--- src/rtl/alu_arbiter_if.sv ---
// Bundle between two requesters, the arbiter and the shared ALU stage.
//   master : requester/ALU side, drives req*, operands, ALU_out, zero
//   slave  : arbiter side, drives latched operands/controls, grants,
//            done pulses, captured result and busy
interface alu_arbiter_if #(
  parameter int unsigned DATA_W = 32
);
  localparam int unsigned FUNC_W = 4;

  // Requester side
  logic              req0, req1;
  logic [DATA_W-1:0] a0, a1;
  logic [DATA_W-1:0] b0, b1;
  logic [DATA_W-1:0] imm0, imm1;
  logic              bsel0, bsel1;
  logic [FUNC_W-1:0] func0, func1;

  // Shared ALU stage
  logic [DATA_W-1:0] rfa, rfb, immed;
  logic              ALU_bin_sel;
  logic [FUNC_W-1:0] ALU_func;
  logic [DATA_W-1:0] ALU_out;
  logic              zero;

  // Handshake / result
  logic              gnt0, gnt1;
  logic              done0, done1;
  logic [DATA_W-1:0] res;
  logic              res_zero;
  logic              busy;

  modport master (
    output req0, req1, a0, a1, b0, b1, imm0, imm1, bsel0, bsel1, func0, func1,
    output ALU_out, zero,
    input  rfa, rfb, immed, ALU_bin_sel, ALU_func,
    input  gnt0, gnt1, done0, done1, res, res_zero, busy
  );

  modport slave (
    input  req0, req1, a0, a1, b0, b1, imm0, imm1, bsel0, bsel1, func0, func1,
    input  ALU_out, zero,
    output rfa, rfb, immed, ALU_bin_sel, ALU_func,
    output gnt0, gnt1, done0, done1, res, res_zero, busy
  );
endinterface

--- src/rtl/alu_arbiter.sv ---
// Round-robin arbiter sharing one ALU stage between two requesters.
// Each operation takes IDLE -> EXEC (gnt pulse) -> DONE (done pulse).
//   clk   : rising-edge clock
//   reset : asynchronous, active-low
//   bus   : alu_arbiter_if.slave (requests, operands, ALU result, outputs)
module alu_arbiter #(
  parameter int unsigned DATA_W = 32
) (
  input  logic         clk,
  input  logic         reset,
  alu_arbiter_if.slave bus
);
  localparam int unsigned FUNC_W = 4;

  typedef enum logic [1:0] {
    IDLE = 2'd0,
    EXEC = 2'd1,
    DONE = 2'd2
  } state_t;

  state_t            state_q;
  logic              owner_q;
  logic              last_owner_q;
  logic [DATA_W-1:0] rfa_q, rfb_q, immed_q, res_q;
  logic              bsel_q;
  logic [FUNC_W-1:0] func_q;
  logic              gnt0_q, gnt1_q, done0_q, done1_q;
  logic              res_zero_q, busy_q;
  logic              win_c;

  // Winner: a lone request wins; on a tie the side that did not go last wins
  assign win_c = (bus.req0 && bus.req1) ? ~last_owner_q : bus.req1;

  // Sequencer plus all registered outputs
  always_ff @(posedge clk or negedge reset) begin
    if (!reset) begin
      state_q      <= IDLE;
      owner_q      <= 1'b0;
      last_owner_q <= 1'b1;
      rfa_q        <= '0;
      rfb_q        <= '0;
      immed_q      <= '0;
      bsel_q       <= 1'b0;
      func_q       <= '0;
      gnt0_q       <= 1'b0;
      gnt1_q       <= 1'b0;
      done0_q      <= 1'b0;
      done1_q      <= 1'b0;
      res_q        <= '0;
      res_zero_q   <= 1'b0;
      busy_q       <= 1'b0;
    end else begin
      case (state_q)
        IDLE: begin
          if (bus.req0 || bus.req1) begin
            state_q      <= EXEC;
            owner_q      <= win_c;
            last_owner_q <= win_c;
            gnt0_q       <= ~win_c;
            gnt1_q       <= win_c;
            busy_q       <= 1'b1;
            if (win_c) begin
              rfa_q   <= bus.a1;
              rfb_q   <= bus.b1;
              immed_q <= bus.imm1;
              bsel_q  <= bus.bsel1;
              func_q  <= bus.func1;
            end else begin
              rfa_q   <= bus.a0;
              rfb_q   <= bus.b0;
              immed_q <= bus.imm0;
              bsel_q  <= bus.bsel0;
              func_q  <= bus.func0;
            end
          end
        end
        EXEC: begin
          // ALU stage output is valid now; capture it for the DONE cycle
          state_q    <= DONE;
          gnt0_q     <= 1'b0;
          gnt1_q     <= 1'b0;
          res_q      <= bus.ALU_out;
          res_zero_q <= bus.zero;
          done0_q    <= ~owner_q;
          done1_q    <= owner_q;
        end
        DONE: begin
          state_q <= IDLE;
          done0_q <= 1'b0;
          done1_q <= 1'b0;
          busy_q  <= 1'b0;
        end
        default: state_q <= IDLE;
      endcase
    end
  end

  assign bus.rfa         = rfa_q;
  assign bus.rfb         = rfb_q;
  assign bus.immed       = immed_q;
  assign bus.ALU_bin_sel = bsel_q;
  assign bus.ALU_func    = func_q;
  assign bus.gnt0        = gnt0_q;
  assign bus.gnt1        = gnt1_q;
  assign bus.done0       = done0_q;
  assign bus.done1       = done1_q;
  assign bus.res         = res_q;
  assign bus.res_zero    = res_zero_q;
  assign bus.busy        = busy_q;
endmodule

--- src/flat_wrapper.sv ---
// flat-port wrapper written by rule: the top's interface ports become plain ports
module alu_arbiter_flat 
#(
  parameter int unsigned DATA_W = 32
)
  (clk, reset, bus_req0, bus_req1, bus_a0, bus_a1, bus_b0, bus_b1, bus_imm0, bus_imm1, bus_bsel0, bus_bsel1, bus_func0, bus_func1, bus_ALU_out, bus_zero, bus_rfa, bus_rfb, bus_immed, bus_ALU_bin_sel, bus_ALU_func, bus_gnt0, bus_gnt1, bus_done0, bus_done1, bus_res, bus_res_zero, bus_busy);
  alu_arbiter_if #(.DATA_W(DATA_W)) bus_i ();
  input  logic clk;
  input  logic reset;
  input wire logic [$bits(bus_i.req0)-1:0] bus_req0;
  input wire logic [$bits(bus_i.req1)-1:0] bus_req1;
  input wire logic [$bits(bus_i.a0)-1:0] bus_a0;
  input wire logic [$bits(bus_i.a1)-1:0] bus_a1;
  input wire logic [$bits(bus_i.b0)-1:0] bus_b0;
  input wire logic [$bits(bus_i.b1)-1:0] bus_b1;
  input wire logic [$bits(bus_i.imm0)-1:0] bus_imm0;
  input wire logic [$bits(bus_i.imm1)-1:0] bus_imm1;
  input wire logic [$bits(bus_i.bsel0)-1:0] bus_bsel0;
  input wire logic [$bits(bus_i.bsel1)-1:0] bus_bsel1;
  input wire logic [$bits(bus_i.func0)-1:0] bus_func0;
  input wire logic [$bits(bus_i.func1)-1:0] bus_func1;
  input wire logic [$bits(bus_i.ALU_out)-1:0] bus_ALU_out;
  input wire logic [$bits(bus_i.zero)-1:0] bus_zero;
  output wire logic [$bits(bus_i.rfa)-1:0] bus_rfa;
  output wire logic [$bits(bus_i.rfb)-1:0] bus_rfb;
  output wire logic [$bits(bus_i.immed)-1:0] bus_immed;
  output wire logic [$bits(bus_i.ALU_bin_sel)-1:0] bus_ALU_bin_sel;
  output wire logic [$bits(bus_i.ALU_func)-1:0] bus_ALU_func;
  output wire logic [$bits(bus_i.gnt0)-1:0] bus_gnt0;
  output wire logic [$bits(bus_i.gnt1)-1:0] bus_gnt1;
  output wire logic [$bits(bus_i.done0)-1:0] bus_done0;
  output wire logic [$bits(bus_i.done1)-1:0] bus_done1;
  output wire logic [$bits(bus_i.res)-1:0] bus_res;
  output wire logic [$bits(bus_i.res_zero)-1:0] bus_res_zero;
  output wire logic [$bits(bus_i.busy)-1:0] bus_busy;
  assign bus_i.req0 = bus_req0;
  assign bus_i.req1 = bus_req1;
  assign bus_i.a0 = bus_a0;
  assign bus_i.a1 = bus_a1;
  assign bus_i.b0 = bus_b0;
  assign bus_i.b1 = bus_b1;
  assign bus_i.imm0 = bus_imm0;
  assign bus_i.imm1 = bus_imm1;
  assign bus_i.bsel0 = bus_bsel0;
  assign bus_i.bsel1 = bus_bsel1;
  assign bus_i.func0 = bus_func0;
  assign bus_i.func1 = bus_func1;
  assign bus_i.ALU_out = bus_ALU_out;
  assign bus_i.zero = bus_zero;
  assign bus_rfa = bus_i.rfa;
  assign bus_rfb = bus_i.rfb;
  assign bus_immed = bus_i.immed;
  assign bus_ALU_bin_sel = bus_i.ALU_bin_sel;
  assign bus_ALU_func = bus_i.ALU_func;
  assign bus_gnt0 = bus_i.gnt0;
  assign bus_gnt1 = bus_i.gnt1;
  assign bus_done0 = bus_i.done0;
  assign bus_done1 = bus_i.done1;
  assign bus_res = bus_i.res;
  assign bus_res_zero = bus_i.res_zero;
  assign bus_busy = bus_i.busy;
  alu_arbiter #(.DATA_W(DATA_W)) u_core (.clk(clk), .reset(reset), .bus(bus_i));
endmodule
--- config.mk ---
export PLATFORM = sky130hd
export DESIGN_NAME = alu_arbiter_flat
export DESIGN_NICKNAME = d
export VERILOG_FILES = /design/src/rtl/alu_arbiter_if.sv /design/src/rtl/alu_arbiter.sv /design/src/flat_wrapper.sv
export SDC_FILE = /design/constraint.sdc
export NUM_CORES = 1
export LEC_CHECK = 0
export CORE_AREA = 2 2 148 150
export CTS_CLUSTER_DIAMETER = 150
export DETAILED_ROUTE_END_ITERATION = 10
export DIE_AREA = 0 0 150 152
export PLACE_DENSITY = 0.69
export SETUP_SLACK_MARGIN = 0.5
export SYNTH_ARGS = -nofsm -noshare
export SYNTH_HDL_FRONTEND = slang
export SYNTH_SLANG_ARGS = --single-unit
--- constraint.sdc ---
create_clock -name clk -period 1.66 [get_ports clk]
set_input_delay 0.332 -clock clk [delete_from_list [all_inputs] [get_ports clk]]
set_output_delay 0.332 -clock clk [all_outputs]
set_load 0.1 [all_outputs]
==> results of run 1 <==
[how the worst max path moves through the flow]
stage                             start                     end  slack, ns  cells past startpoint
finish                u_core.state_q[0]      u_core.bus.rfb[12]       0.20                      7
global route          u_core.state_q[0]       u_core.bus.rfb[8]       0.16                      7
CTS                 u_core.last_owner_q    u_core.bus.immed[25]       0.23                      6
detailed placement             bus_req0  u_core.bus.ALU_bin_sel      -0.20                      6
global placement               bus_req0  u_core.bus.ALU_func[1]      -0.15                      6
floorplan             u_core.state_q[0]       u_core.state_q[0]       0.23                      5
[kinds of logic after synthesis]
family	synth area share, %
DFF	50.6
adders and majority gates	0.884
and+or+nand+nor	11.5
buffers and inverters	6.88
AOI/OAI and AO/OA	24.6
muxes	5.57
[area by class of cell]
class,instances,area (um2)
Timing Repair Buffer,488,6680
Fill cell,1494,6380
Sequential cell,143,3750
Multi-Input combinational cell,471,3570
Clock buffer,19,443
Tap cell,280,350
Clock inverter,12,158
Inverter,4,15.0
[repair_timing]
item                       CTS  global route
buffers inserted            17            36
hold endpoints to repair    35             0
resized for setup           52            81
pin swaps                   13             3
setup endpoints to repair  280           282
cloned                       4            12
hold buffers                 1             0
[cells in the mapped netlist]
cell type / instances
sky130_fd_sc_hd__mux2_1: 34
sky130_fd_sc_hd__nand2b_1: 2
sky130_fd_sc_hd__clkbuf_1: 2
sky130_fd_sc_hd__nand3b_1: 1
sky130_fd_sc_hd__buf_2: 18
sky130_fd_sc_hd__nand3_1: 1
sky130_fd_sc_hd__nor3b_2: 1
sky130_fd_sc_hd__dfstp_2: 1
sky130_fd_sc_hd__mux2_2: 1
sky130_fd_sc_hd__a21o_1: 1
sky130_fd_sc_hd__a21oi_1: 47
sky130_fd_sc_hd__dfrtp_1: 142
sky130_fd_sc_hd__a21oi_2: 160
sky130_fd_sc_hd__buf_8: 1
sky130_fd_sc_hd__a22o_1: 1
sky130_fd_sc_hd__buf_12: 8
sky130_fd_sc_hd__a22oi_1: 1
sky130_fd_sc_hd__nor2_1: 104
sky130_fd_sc_hd__buf_4: 13
sky130_fd_sc_hd__a21bo_2: 1
sky130_fd_sc_hd__buf_6: 9
sky130_fd_sc_hd__a21boi_4: 1
sky130_fd_sc_hd__o21ai_0: 1
sky130_fd_sc_hd__inv_1: 4
sky130_fd_sc_hd__ha_1: 5
sky130_fd_sc_hd__o31ai_1: 1
sky130_fd_sc_hd__o21ai_1: 2
sky130_fd_sc_hd__nand2_1: 102
sky130_fd_sc_hd__o21ai_2: 1
sky130_fd_sc_hd__o21a_1: 1
sky130_fd_sc_hd__a31oi_1: 2
[registers in the layout (all words and copies together), names as in the netlist]
| signal | count |
|---|---|
| u_core.owner_q | 1 |
| u_core.bus.busy | 1 |
| u_core.bus.immed | 32 |
| u_core.bus.rfa | 32 |
| u_core.bus.gnt0 | 1 |
| u_core.bus.res_zero | 1 |
| u_core.bus.gnt1 | 1 |
| u_core.bus.done0 | 1 |
| u_core.last_owner_q | 1 |
| u_core.bus.ALU_func | 4 |
| u_core.bus.res | 32 |
| u_core.bus.done1 | 1 |
| u_core.bus.rfb | 32 |
| u_core.state_q | 2 |
| u_core.bus.ALU_bin_sel | 1 |
[worst register-to-register path, cell delays in order (launching register included)]
cell,delay [ns]
sky130_fd_sc_hd__dfrtp_2,0.44
sky130_fd_sc_hd__inv_2,0.08
sky130_fd_sc_hd__ha_4,0.17
sky130_fd_sc_hd__o21a_4,0.19
sky130_fd_sc_hd__buf_12,0.14
sky130_fd_sc_hd__clkbuf_16,0.18
sky130_fd_sc_hd__nor2_2,0.05
sky130_fd_sc_hd__a21oi_2,0.12
[per-layer routing]
metal / vias up / wire, um / track usage (%)
li1: 3170 / - / -
met1: 3417 / 10900 / 27.6
met2: 220 / 15400 / 40.3
met3: 31 / 1570 / 4.80
met4: 0 / 657 / 6.38
met5: - / 0 / 0
[stage by stage]
step | util (%) | area (um2) | std cells
5_1_grt | 70.1 | 15000 | 1417
3_3_place_gp | 60.7 | 13000 | 1316
3_5_place_dp | 60.7 | 13000 | 1316
6_report | 70.1 | 15000 | 1417
4_1_cts | 66.0 | 14100 | 1369
2_1_floorplan | - | 7340 | 669
==> metrics.md, run 1 <==
| Metric | Value |
|---|---|
| First-pass GRT wire length | `about 40000 um` |
| Part of the Yosys area used for sequential elements | `between 50% and 60%` |
| Worst path cell trace | `inv_2 > ha_4 > o21a_4 > buf_12 > clkbuf_16 > nor2_2 > a21oi_2` |
| Final Max Slew Viols | `0` |
| Routed length per placed instance | `20.2 um` |
| Maximum clock frequency | `0.687 GHz` |
| Total number of vias | `around 6.8k` |
| Startpoint of the worst-slack reg-to-reg timing path | `u_core.state_q[0]` |
| WP data required | `around 2.0 ns` |
| HPWL after DPL | `18900 um` |
| Worst setup path class | `flip-flop to flip-flop` |
| Diodes inserted | `0` |
| Data arrival at the endpoint of the critical path | `~1.8 ns` |
| Transition time at the pin with the least slew margin | `between 0.4 and 0.5 ns` |
| Starting density of the core | `between 30 and 40%` |
| Number of warnings issued by yosys | `0` |
| Via density per instance | `4.83` |
| Total Die Area | `about 0.023 mm2` |
| Layout-stage area growth over the synthesis result | `112%` |
| Sum of negative setup slack | `0 ns` |
| WL final | `between 20000 and 30000 um` |
| IO buf count | `about 380` |
| Post-synthesis cell type with the largest combined area | `sky130_fd_sc_hd__dfrtp_1` |
| Post-synthesis cell area | `0.00707 mm2` |
| Reg-to-reg setup timing slack | `0.20 ns` |
| Final-report hold violation count | `0` |
| Unrepaired setup endpoints after global routing | `yes` |
| Routed Antenna Nets | `0` |
| Area share of the largest cell type after synthesis | `50.2%` |
| Portion of the clock cycle consumed by the worst path in the final layout | `between 80% and 90%` |
| Floorplan row count | `54` |
| Clock Tree Root | `sky130_fd_sc_hd__clkbuf_16` |
| Largest net degree at the start of global routing | `43` |
| Total global routing overflow | `0` |
| Slowest cell on the critical path | `sky130_fd_sc_hd__dfrtp_2` |
| Class of the worst hold path | `input port to async pin` |
| Worst setup margin | `slightly above 0.2 ns` |
| Family with the most delay on the worst path | `flip-flops` |
| Vertical extent of the die | `between 150 and 200 um` |
| Overall fraction of global-route tracks in use | `between 20% and 30%` |
| Detailed-route DRC error count | `0` |
| Post-Syn Instances | `about 670` |
| CP Buf/Inv Count | `3` |
| IO Pins | `roughly 380` |
| Share of cells above drive strength 1 | `between 50% and 60%` |
| Max Cap Viol | `0` |
| Leading cell types in the layout, fill and taps excluded | `sky130_fd_sc_hd__clkdlybuf4s50_1, sky130_fd_sc_hd__buf_12, sky130_fd_sc_hd__a21oi_2, sky130_fd_sc_hd__dfrtp_2, sky130_fd_sc_hd__nand2_1` |
| First drt pass iteration count | `5` |
| Clock insertion delay at the later pin of the skew report | `~0.42 ns` |
| Fin crit period | `about 1.5 ns` |
| Slowest stage delay, CP | `~0.44 ns` |
| Length in cells of the worst reg-to-reg path | `7` |
| Number of synthesized register bits | `around 140` |
| TritonCTS clock tree | `yes` |
| Net count reported at finish | `about 1.4k` |
| Critical Path Fanout Max | `8` |
| Final weighted congestion of routability-driven global placement | `0.802` |
| Type of origin of the critical path | `flip-flop` |
| Buffer levels on the longest clock path | `2` |
| Number of global-route vias before repair | `roughly 7.0k` |
| Iteration-0 DRC Markers | `roughly 290` |
| Final worst hold slack | `0.413 ns` |
| Worst setup slack before clock tree synthesis | `-0.201 ns` |
| Number of failing setup endpoints in the final timing report | `0` |
| CTS HTree Levels | `4` |
| Status | `complete, no violations` |
| Distinct cells, synth | `31` |
| Core area | `0.0214 mm2` |
| R2R Path End | `u_core.bus.rfb[12]` |
| Inserted Clock Buffers | `17` |
| Clk sink count | `roughly 140` |
| Post-Synthesis Net Count | `about 910` |
| Die span in x | `approximately 150 um` |
| Endpoint kind of the worst setup timing path | `flip-flop` |
| Most frequent standard cell in the layout excluding fill and tap cells | `sky130_fd_sc_hd__clkdlybuf4s50_1` |
| Relative slew margins | `between 60% and 70%` |
| Top cells by area in the synthesized netlist | `sky130_fd_sc_hd__dfrtp_1, sky130_fd_sc_hd__a21oi_2, sky130_fd_sc_hd__nor2_1, sky130_fd_sc_hd__nand2_1, sky130_fd_sc_hd__mux2_1` |
| Post-synthesis average cell area | `approximately 11 um2` |
| Antenna violations before repair | `0` |
| Clock transition at path regs | `about 0.06 ns` |
| Max Clock Skew | `a little over 0.01 ns` |
Power of run 1 is not shown: default switching activity piles up to over one toggle a cycle in this logic, so the estimate is an artifact.
==> inputs of run 2 (changes only) <==
--- a/config.mk
+++ b/config.mk
@@ -11,6 +11,8 @@
 export DIE_AREA = 0 0 150 152
 export PLACE_DENSITY = 0.69
 export SETUP_SLACK_MARGIN = 0.5
+export SLEW_MARGIN = 10
 export SYNTH_ARGS = -nofsm -noshare
 export SYNTH_HDL_FRONTEND = slang
 export SYNTH_SLANG_ARGS = --single-unit
+export TNS_END_PERCENT = 10
==> run 2 against run 1 <==
  * Routed wire length down 13%
  * Fmax down 0.81%
  * Clock-buffer cell count down 2
  * Setup slack worse by 0.012 ns
  * Hold slack worse by 0.035 ns
  * Critical path depth unchanged
  * Sequential share of layout area up 1.2 points
  * Via count down 5.3%
  * Critical path type unchanged
  * Final cell count down 3.3%
==> metrics.md, run 2 (synthesized netlist as in run 1, its figures left out) <==
| Metric | Value |
|---|---|
| Buffer levels on the longest clock path | `2 (unchanged)` |
| First-pass GRT wire length | `38600 um (-3.4%)` |
| FF/Latch Area | `0.00358 mm2 (-4.6%)` |
| Die span in x | `150 um (unchanged)` |
| Unrepaired setup endpoints after global routing | `yes` |
| Number of failing setup endpoints in the final timing report | `0 (unchanged)` |
| Number of global-route vias before repair | `6907 (-1.2%)` |
| Final worst hold slack | `0.378 ns (-0.0354 ns)` |
| Routed Antenna Nets | `0 (unchanged)` |
| Iteration-0 DRC Markers | `317 (+10%)` |
| Clock transition at path regs | `0.07 ns (about the same)` |
| Relative slew margins | `78.9% (+11 points)` |
| Leading cell types in the layout, fill and taps excluded | `sky130_fd_sc_hd__clkdlybuf4s50_1, sky130_fd_sc_hd__buf_12, sky130_fd_sc_hd__a21oi_2, sky130_fd_sc_hd__dfrtp_1, sky130_fd_sc_hd__nor2_1` |
| Non-Filler Instances | `1370 (-3.3%)` |
| Final-report hold violation count | `0 (unchanged)` |
| IO Pins | `378 (unchanged)` |
| IO buf count | `377 (unchanged)` |
| Cells after DPL | `1321 (+0.38%)` |
| Critical Path Fanout Max | `20 (+12)` |
| Transition time at the pin with the least slew margin | `0.316 ns (-0.161 ns)` |
| Worst path cell trace | `inv_2 > ha_4 > o21ai_4 > buf_12 > buf_4 > a21oi_2 > a21oi_2` |
| Type of origin of the critical path | `flip-flop` |
| Detailed-route DRC error count | `0 (unchanged)` |
| Fillcell total | `1675 (+12%)` |
| Vertical extent of the die | `152 um (unchanged)` |
| Final Util | `63.8% (-6.3 points)` |
| Starting density of the core | `33.1% (unchanged)` |
| Via density per instance | `4.73 (-2.1%)` |
| HPWL after DPL | `18800 um (-0.85%)` |
| Largest net degree at the start of global routing | `53 (+23%)` |
| Maximum clock frequency | `0.682 GHz (-0.81%)` |
| Final weighted congestion of routability-driven global placement | `0.802 (about the same)` |
| Clock Tree Root | `sky130_fd_sc_hd__clkbuf_16` |
| Class of the worst hold path | `input port to async pin` |
| CTS HTree Levels | `4 (unchanged)` |
| Max Cap Viol | `0 (unchanged)` |
| Routed length per placed instance | `18.0 um (-10%)` |
| Total number of vias | `6475 (-5.3%)` |
| Slowest cell on the critical path | `sky130_fd_sc_hd__dfrtp_1` |
| Total global routing overflow | `0 (unchanged)` |
| Portion of the clock cycle consumed by the worst path in the final layout | `88.4% (+0.72 points)` |
| Multi-input gate area | `0.00313 mm2 (-12%)` |
| Layout-stage area growth over the synthesis result | `92.6%` |
| Max Clock Skew | `0.0130 ns (+0.00278 ns)` |
| Final Max Slew Viols | `0 (unchanged)` |
| Most frequent standard cell in the layout excluding fill and tap cells | `sky130_fd_sc_hd__clkdlybuf4s50_1` |
| Floorplan row count | `54 (unchanged)` |
| Total Die Area | `0.0228 mm2 (unchanged)` |
| Fin crit period | `1.47 ns (+0.0119 ns)` |
| Share of cells above drive strength 1 | `38.2% (-20 points)` |
| Net count reported at finish | `1318 (-3.7%)` |
| Core area | `0.0214 mm2 (unchanged)` |
| TritonCTS clock tree | `yes` |
| Overall fraction of global-route tracks in use | `21.8% (-0.88 points)` |
| Clk sink count | `143 (unchanged)` |
| Most frequent cell on the critical path | `sky130_fd_sc_hd__a21oi_2` |
| Clock insertion delay at the later pin of the skew report | `0.42 ns (about the same)` |
| Slowest stage delay, CP | `0.41 ns (-0.03 ns)` |
| Status | `complete, no violations` |
| Antenna violations before repair | `3 (+3)` |
| Endpoint kind of the worst setup timing path | `flip-flop` |
| First drt pass iteration count | `4 (-1)` |
| WL final | `24700 um (-13%)` |
| WP data required | `1.97 ns (-0.03 ns)` |
| Worst setup path class | `flip-flop to flip-flop` |
| Data arrival at the endpoint of the critical path | `1.77 ns (-0.03 ns)` |
| Inserted Clock Buffers | `17 (unchanged)` |
run 2: changes by cell type in the layout (fill, tap and decap cells not counted), sizes merged:
cell           before  now
inv                 8   14
clkinvlp            3    2
dlygate4sd2         1    0
clkbuf             28   17
clkinv              2    1
clkdlybuf4s50     236  237
diode               0    3
buf               241  199
bufinv              3    2
run 2: per-layer routing:
layer  GRT usage, %  part of all wire, %
met4           8.49                  2.9
met5              0                    0
met2           39.4                   53
met3           5.11                  6.5
met1           24.7                   37
run 2: path summary, 6_finish.rpt:
path                            slack (ns)  cells past startpoint              endpoint               start
worst min register to register        0.55                      1    u_core.bus.res[11]  u_core.bus.res[11]
min in group clk                      0.45                      3  u_core.bus.immed[27]        bus_imm0[27]
max in group asynchronous             0.67                      3   u_core.bus.immed[8]               reset
worst min-delay path                  0.38                      2  u_core.bus.immed[23]               reset
worst max-delay path                  0.19                      7    u_core.bus.rfa[12]   u_core.state_q[1]
worst max register to register        0.19                      7    u_core.bus.rfa[12]   u_core.state_q[1]
run 2: stage by stage:
stage                     instance area, um2  setup TNS, ns  worst slack (ns)
after floorplan                         7130              0             0.232
after global placement                 12800          -8.66            -0.149
after detailed placement               12800         -11.78            -0.157
after CTS                              13600              0             0.200
after global routing                   13600              0             0.150
final                                  13600              0             0.193
run 2: cell type report:
| type | count | share of cell area [%] |
|---|---|---|
| flip-flops and latches | 143 | 26.3 |
| diodes | 3 | 0.0551 |
| clock buffers | 17 | 3.12 |
| well taps | 280 | 2.57 |
| clock inverters | 15 | 1.37 |
| multi-input cells | 471 | 23.0 |
| inverters | 4 | 0.110 |
| repair buffers | 437 | 43.5 |
run 2: worst max-delay path: cells and delay by family, from the launching register on:
| family | cells | cell delay (ns) |
|---|---|---|
| AOI/OAI and AO/OA | 3 | 0.29 |
| buffers and inverters | 3 | 0.45 |
| DFF | 1 | 0.41 |
| adders and majority gates | 1 | 0.19 |
run 2: what timing repair did:
| item | 4_1_cts | 5_1_grt |
|---|---|---|
| setup buffers | 7 | 4 |
| resized for setup | 12 | 7 |
| pin swaps | 1 | 1 |
| gates cloned | 2 | 0 |
| hold endpoints to repair | 25 | 0 |
| endpoints found under the setup margin | 280 | 282 |
| hold buffers | 1 | 0 |
Power of run 2 is left out for the same reason.
